**config.mk**
```make
export PLATFORM = sky130hd
export DESIGN_NAME = bit_deserializer_flat
export DESIGN_NICKNAME = d
export VERILOG_FILES = /design/src/rtl/bit_deserializer_if.sv /design/src/rtl/bit_deserializer.sv /design/src/flat_wrapper.sv
export SDC_FILE = /design/constraint.sdc
export NUM_CORES = 1
export LEC_CHECK = 0
export BUFFER_PORTS_ARGS = -buffer_cell sky130_fd_sc_hd__buf_2
export CAP_MARGIN = 20
export CORE_MARGIN = 2
export CORE_UTILIZATION = 55
export CTS_CLUSTER_DIAMETER = 150
export DETAILED_ROUTE_END_ITERATION = 16
export PLACE_DENSITY = 0.8
export SKIP_CTS_REPAIR_TIMING = 1
export SLEW_MARGIN = 20
export SYNTH_ARGS = -nofsm -noshare
export SYNTH_HDL_FRONTEND = slang
export SYNTH_SLANG_ARGS = --single-unit
```
**constraint.sdc**
```tcl
create_clock -name clock -period 3.15 [get_ports clock]
set_input_delay 0.63 -clock clock [delete_from_list [all_inputs] [get_ports clock]]
set_output_delay 0.63 -clock clock [all_outputs]
set_load 0.01 [all_outputs]
```
**src/rtl/bit_deserializer_if.sv**
```systemverilog
// bit_deserializer_if
//   Groups the serial-in / word-out handshake of bit_deserializer.
//   master : upstream source and downstream consumer (drives the serial
//            stream, word_ready and clr_overrun; observes the word side).
//   slave  : the deserializer itself.
//   Signals: start, bit_in, bit_valid, word_ready, clr_overrun (to slave);
//            word_out[WIDTH-1:0], word_valid, busy, overrun, parity_err
//            (from slave).
interface bit_deserializer_if #(
  parameter int WIDTH = 8
);
  logic             start;
  logic             bit_in;
  logic             bit_valid;
  logic             word_ready;
  logic             clr_overrun;
  logic [WIDTH-1:0] word_out;
  logic             word_valid;
  logic             busy;
  logic             overrun;
  logic             parity_err;

  modport master (
    output start, bit_in, bit_valid, word_ready, clr_overrun,
    input  word_out, word_valid, busy, overrun, parity_err
  );

  modport slave (
    input  start, bit_in, bit_valid, word_ready, clr_overrun,
    output word_out, word_valid, busy, overrun, parity_err
  );
endinterface

```
**src/rtl/bit_deserializer.sv**
```systemverilog
// bit_deserializer
//   Collects WIDTH serial bits (MSB first) into a word and presents it with
//   a valid/ready handshake. A word completing while the previous one is
//   still pending and not being accepted is dropped and flags a sticky
//   overrun.
//   Optional feature: define DESER_PARITY_EN to append one even-parity bit
//   after the data bits; parity_err reports a mismatch for the held word.
//   Without it parity_err is constant 0 and the port list is unchanged.
//   Ports:
//     clock - rising-edge clock
//     reset - asynchronous, active-high reset
//     bus   - bit_deserializer_if.slave (serial in, word out, status)
//
//   state    | meaning
//   ---------+-----------------------------------------------
//   S_IDLE   | waiting for start
//   S_SHIFT  | collecting data bits
//   S_PARITY | waiting for the parity bit (DESER_PARITY_EN only)
module bit_deserializer #(
  parameter int WIDTH = 8
) (
  input  logic               clock,
  input  logic               reset,
  bit_deserializer_if.slave  bus
);

  localparam int CW = $clog2(WIDTH + 1);
`ifdef DESER_PARITY_EN
  localparam bit PAR_EN = 1'b1;
  // All data bits must stay in the shifter until the parity bit arrives.
  localparam int SW = WIDTH;
`else
  localparam bit PAR_EN = 1'b0;
  // The last data bit is taken straight from bit_in on the load edge.
  localparam int SW = WIDTH - 1;
`endif

  typedef enum logic [1:0] {S_IDLE, S_SHIFT, S_PARITY} state_e;

  state_e           state_q, state_d;
  logic [CW-1:0]    cnt_q, cnt_d;
  logic [SW-1:0]    shift_q, shift_d;
  logic [WIDTH-1:0] word_q, word_d;
  logic             valid_q, valid_d;
  logic             ovr_q, ovr_d;
  logic             perr_q, perr_d;

  logic             last_bit;
  logic             data_take;
  logic             load;
  logic [WIDTH-1:0] new_word;
  logic             new_perr;
  logic             busy;

  assign last_bit  = (cnt_q == CW'(WIDTH - 1));
  // start has priority: it never captures bit_in on its own edge.
  assign data_take = (state_q == S_SHIFT) && !bus.start && bus.bit_valid;

`ifdef DESER_PARITY_EN
  assign load     = (state_q == S_PARITY) && !bus.start && bus.bit_valid;
  assign new_word = shift_q;
  assign new_perr = (^shift_q) ^ bus.bit_in;
`else
  assign load     = data_take && last_bit;
  assign new_word = {shift_q, bus.bit_in};
  assign new_perr = 1'b0;
`endif

  // State register
  always_ff @(posedge clock or posedge reset) begin
    if (reset) state_q <= S_IDLE;
    else       state_q <= state_d;
  end

  // Next-state logic
  always_comb begin
    state_d = state_q;
    case (state_q)
      S_IDLE:   if (bus.start) state_d = S_SHIFT;
      S_SHIFT: begin
        if (bus.start)                  state_d = S_SHIFT;
        else if (data_take && last_bit) state_d = PAR_EN ? S_PARITY : S_IDLE;
      end
      S_PARITY: begin
        if (bus.start)          state_d = S_SHIFT;
        else if (bus.bit_valid) state_d = S_IDLE;
      end
      default:  state_d = S_IDLE;
    endcase
  end

  // Output decode
  always_comb begin
    busy = (state_q != S_IDLE);
  end

  // Datapath and word handshake
  always_comb begin
    cnt_d   = cnt_q;
    shift_d = shift_q;
    word_d  = word_q;
    valid_d = valid_q;
    ovr_d   = ovr_q;
    perr_d  = perr_q;

    if (bus.start) begin
      cnt_d = '0;
    end else if (data_take) begin
      cnt_d   = cnt_q + CW'(1);
      shift_d = SW'({shift_q, bus.bit_in});
    end

    // Clear first so a coinciding overrun set wins.
    if (bus.clr_overrun) ovr_d = 1'b0;

    if (load) begin
      if (valid_q && !bus.word_ready) begin
        ovr_d = 1'b1;
      end else begin
        word_d  = new_word;
        valid_d = 1'b1;
        perr_d  = new_perr;
      end
    end else if (valid_q && bus.word_ready) begin
      valid_d = 1'b0;
    end
  end

  always_ff @(posedge clock or posedge reset) begin
    if (reset) begin
      cnt_q   <= '0;
      shift_q <= '0;
      word_q  <= '0;
      valid_q <= 1'b0;
      ovr_q   <= 1'b0;
      perr_q  <= 1'b0;
    end else begin
      cnt_q   <= cnt_d;
      shift_q <= shift_d;
      word_q  <= word_d;
      valid_q <= valid_d;
      ovr_q   <= ovr_d;
      perr_q  <= perr_d;
    end
  end

  assign bus.word_out   = word_q;
  assign bus.word_valid = valid_q;
  assign bus.busy       = busy;
  assign bus.overrun    = ovr_q;
  assign bus.parity_err = perr_q;

endmodule

```
**src/flat_wrapper.sv**
```systemverilog
// flat-port wrapper written by rule: the top's interface ports become plain ports
module bit_deserializer_flat 
#(
  parameter int WIDTH = 8
)
  (clock, reset, bus_start, bus_bit_in, bus_bit_valid, bus_word_ready, bus_clr_overrun, bus_word_out, bus_word_valid, bus_busy, bus_overrun, bus_parity_err);
  bit_deserializer_if #(.WIDTH(WIDTH)) bus_i ();
  input  logic clock;
  input  logic reset;
  input wire logic [$bits(bus_i.start)-1:0] bus_start;
  input wire logic [$bits(bus_i.bit_in)-1:0] bus_bit_in;
  input wire logic [$bits(bus_i.bit_valid)-1:0] bus_bit_valid;
  input wire logic [$bits(bus_i.word_ready)-1:0] bus_word_ready;
  input wire logic [$bits(bus_i.clr_overrun)-1:0] bus_clr_overrun;
  output wire logic [$bits(bus_i.word_out)-1:0] bus_word_out;
  output wire logic [$bits(bus_i.word_valid)-1:0] bus_word_valid;
  output wire logic [$bits(bus_i.busy)-1:0] bus_busy;
  output wire logic [$bits(bus_i.overrun)-1:0] bus_overrun;
  output wire logic [$bits(bus_i.parity_err)-1:0] bus_parity_err;
  assign bus_i.start = bus_start;
  assign bus_i.bit_in = bus_bit_in;
  assign bus_i.bit_valid = bus_bit_valid;
  assign bus_i.word_ready = bus_word_ready;
  assign bus_i.clr_overrun = bus_clr_overrun;
  assign bus_word_out = bus_i.word_out;
  assign bus_word_valid = bus_i.word_valid;
  assign bus_busy = bus_i.busy;
  assign bus_overrun = bus_i.overrun;
  assign bus_parity_err = bus_i.parity_err;
  bit_deserializer #(.WIDTH(WIDTH)) u_core (.clock(clock), .reset(reset), .bus(bus_i));
endmodule
```
==> flow_summary.json <==
{
  "io_buffers": 17,
  "diodes": 0,
  "cp_num_buf_inv": 0,
  "syn_area_um2": 912,
  "worstSetupStartpoint": "u_core.cnt_q[0]$_DFFE_PP0P_",
  "cts_tree": "done",
  "start_util_pct": 59.9,
  "crit_end": "u_core.bus.word_out[2]$_DFFE_PP0P_",
  "die_w_um": 44.7,
  "cp.required_ns": 3.34,
  "core-area_um2": 1520,
  "syn_inst": 65,
  "drt_first_pass_iters": 4,
  "vias": 542,
  "cts_buffer_depth": 2,
  "yosys-top-cells-count": "22 x dfrtp_1, 15 x mux2_2, 3 x nand2_1, 3 x nand3_1",
  "drive_gt1_share_pct": 46.4,
  "timing.rr.start": "u_core.cnt_q[0]$_DFFE_PP0P_",
  "worst-setup-path-type": "flop to flop",
  "yosysUniqueCellTypes": 21,
  "syn_to_final_growth_pct": 13.9,
  "path_clk_slew_ns": 0.12,
  "cp.depth": 4,
  "worstPathArrival_ns": 1.89,
  "routed_wirelength_mm": 1.37,
  "critPathLaunchType": "flop",
  "h-tree-depth": 1,
  "peakVddDrop_v": 0.000384,
  "hpwlAfterDp_mm": 1.03,
  "syn_nets": 73,
  "grt_use_total_pct": 16.5,
  "synth_edf_count": 0,
  "gp_congestion": 0.662,
  "stdcell_count": 100,
  "dieArea_um2": 2000,
  "route.detailed.drc": 0,
  "powerDensity_nw_per_um2": 534,
  "min_path_type": "input port to async pin",
  "r2r-end": "u_core.bus.word_out[2]$_DFFE_PP0P_",
  "io-pin-count": 19,
  "wl_per_cell_um": 13.7,
  "ff2ff_setup_slack_ns": 1.46,
  "crit_path_cell_trace": "ha_1 > nand3b_1 > nor3b_4 > mux2_2",
  "drv_slew": 0,
  "cts-root-buf": "clkbuf_4",
  "fin_setup_tns_ns": 0,
  "max_slew_margin_pct": 46.0,
  "fin_crit_ns": 1.69,
  "yosysMostFrequentCell": "dfrtp_1",
  "via_per_inst": 5.42,
  "layout.nets": 93,
  "finalHoldViolCount": 0,
  "fmax_mhz": 591,
  "end_kind": "flop",
  "num_rows": 14,
  "maxCapViolations": 0,
  "worstSkewPairLatency_ns": 0.29,
  "grt_max_degree": 23,
  "cp_slowest_cell": "dfrtp_1",
  "status": "complete, no violations",
  "clock_sinks": 22,
  "crit_path_max_fanout": 8,
  "max_slew.worst_pin.slew_ns": 0.810,
  "p_leak_uw": 0.000531,
  "finalSetupViolCount": 0,
  "ys.flop_type": "dfrtp_1",
  "grt_overflow": 0,
  "rsz0062_at_grt": "no",
  "yosysSeqAreaShare_pct": 60.4,
  "drt-initial-drc-count": 7,
  "crit_family": "simple AND/OR/NAND/NOR gates",
  "synth-seq-cells": 22,
  "synth.area.top_cells": "dfrtp_1 60%, mux2_2 19%, nand3b_4 2.2%",
  "timing.final.crit_share_pct": 53.7,
  "synth_top_area_share_pct": 60.4,
  "synth_warnings": 0,
  "die_h_um": 44.7,
  "fillers": 120,
  "cts_inserted_buffers": 3,
  "grt_pass1_vias": 561,
  "antenna_left": 0,
  "async_flop_share_pct": 100,
  "max_stage_delay_ns": 0.42,
  "grt_pass1_wl_mm": 2.39,
  "antenna_found_initial": 0,
  "placed_cells": 96,
  "ff2ff_path_depth": 4,
  "synth_top_area_cell": "dfrtp_1",
  "skew_ns": 0.00101,
  "synth_area_per_cell_um2": 14.0
}
[worst min path at each step]
stage | startpoint | to | slack (ns) | cells after the start
2_1_floorplan | u_core.shift_q[6]$_DFFE_PP0P_ | u_core.shift_q[6]$_DFFE_PP0P_ | 0.47 | 1
3_3_place_gp | u_core.bus.word_out[4]$_DFFE_PP0P_ | u_core.bus.word_out[4]$_DFFE_PP0P_ | 0.49 | 1
3_5_place_dp | u_core.bus.word_out[3]$_DFFE_PP0P_ | u_core.bus.word_out[3]$_DFFE_PP0P_ | 0.49 | 1
4_1_cts | reset | u_core.shift_q[6]$_DFFE_PP0P_ | 0.49 | 2
5_1_grt | bus_clr_overrun | u_core.bus.overrun$_DFF_PP0_ | 0.49 | 2
6_report | reset | u_core.bus.word_out[6]$_DFFE_PP0P_ | 0.48 | 2
[final cells by class]
cell class / count / area [um^2] / area share [%]
multi-input cells: 39 / 339 / 32.7
inverters: 2 / 7.51 / 0.723
repair buffers: 17 / 85.1 / 8.19
flip-flops and latches: 22 / 551 / 53.0
clock buffers: 4 / 36.3 / 3.49
well taps: 16 / 20.0 / 1.93
[through the flow]
step	util, %	worst slack (ns)	total power (uW)	instance area [um^2]	hold slack [ns]
floorplan	-	1.53	389	912	0.474
global placement	65.8	1.19	403	1000	0.488
detailed placement	65.8	1.15	411	1000	0.491
CTS	68.1	1.44	561	1040	0.491
global route	68.1	1.36	578	1040	0.494
finish	68.1	1.46	555	1040	0.475
[per-layer routing]
metal | routed length, um | global-route usage (%) | vias up
li1 | - | - | 267
met1 | 579 | 20.3 | 264
met2 | 732 | 30.4 | 9
met3 | 47 | 2.40 | 2
met4 | 8 | 3.64 | 0
met5 | 0 | 0 | -
[registers in the layout (all words and copies together), names as in the netlist]
register and cells:
u_core.state_q 1, u_core.bus.word_out 8, u_core.shift_q 7, u_core.bus.word_valid 1
u_core.bus.overrun 1, u_core.cnt_q 4
[cell families (layout without fill, tap and decap cells)]
kind of cell / count (synthesis) / count (layout) / synth area share (%)
other: 1 / 1 / 0.411
xor gates and xnor gates: 2 / 2 / 1.92
muxes: 15 / 15 / 18.5
DFF: 22 / 22 / 60.4
adders and majority gates: 1 / 1 / 1.37
and+or+nand+nor: 15 / 15 / 11.8
AOI/OAI and AO/OA: 5 / 5 / 3.16
buffers and inverters: 4 / 23 / 2.47
[where the power goes]
part	switching (uW)	leakage, uW	total (uW)	internal [uW]
sequential	25.2	0.000287	345	319
combinational	24.3	0.000223	58.7	34.4
clock	81.1	0.0000210	151	70.4
total	131	0.000531	555	424
[cells in the final DEF (no fill, tap or decap)]
cell,instances
clkbuf_4,3
o22ai_1,1
a21o_1,1
nand3b_4,1
nand3b_1,1
nor2_1,2
or3_1,1
dfrtp_1,22
nor3b_4,1
nand3_1,3
o21ai_0,1
buf_2,17
inv_1,2
clkbuf_8,1
mux2_2,15
nand2_1,3
a21oi_1,2
ha_1,1
nand2b_1,1
xor2_1,2
nand4b_1,1
conb_1,1
or2_2,1
Power figures use the tool's default switching activity.
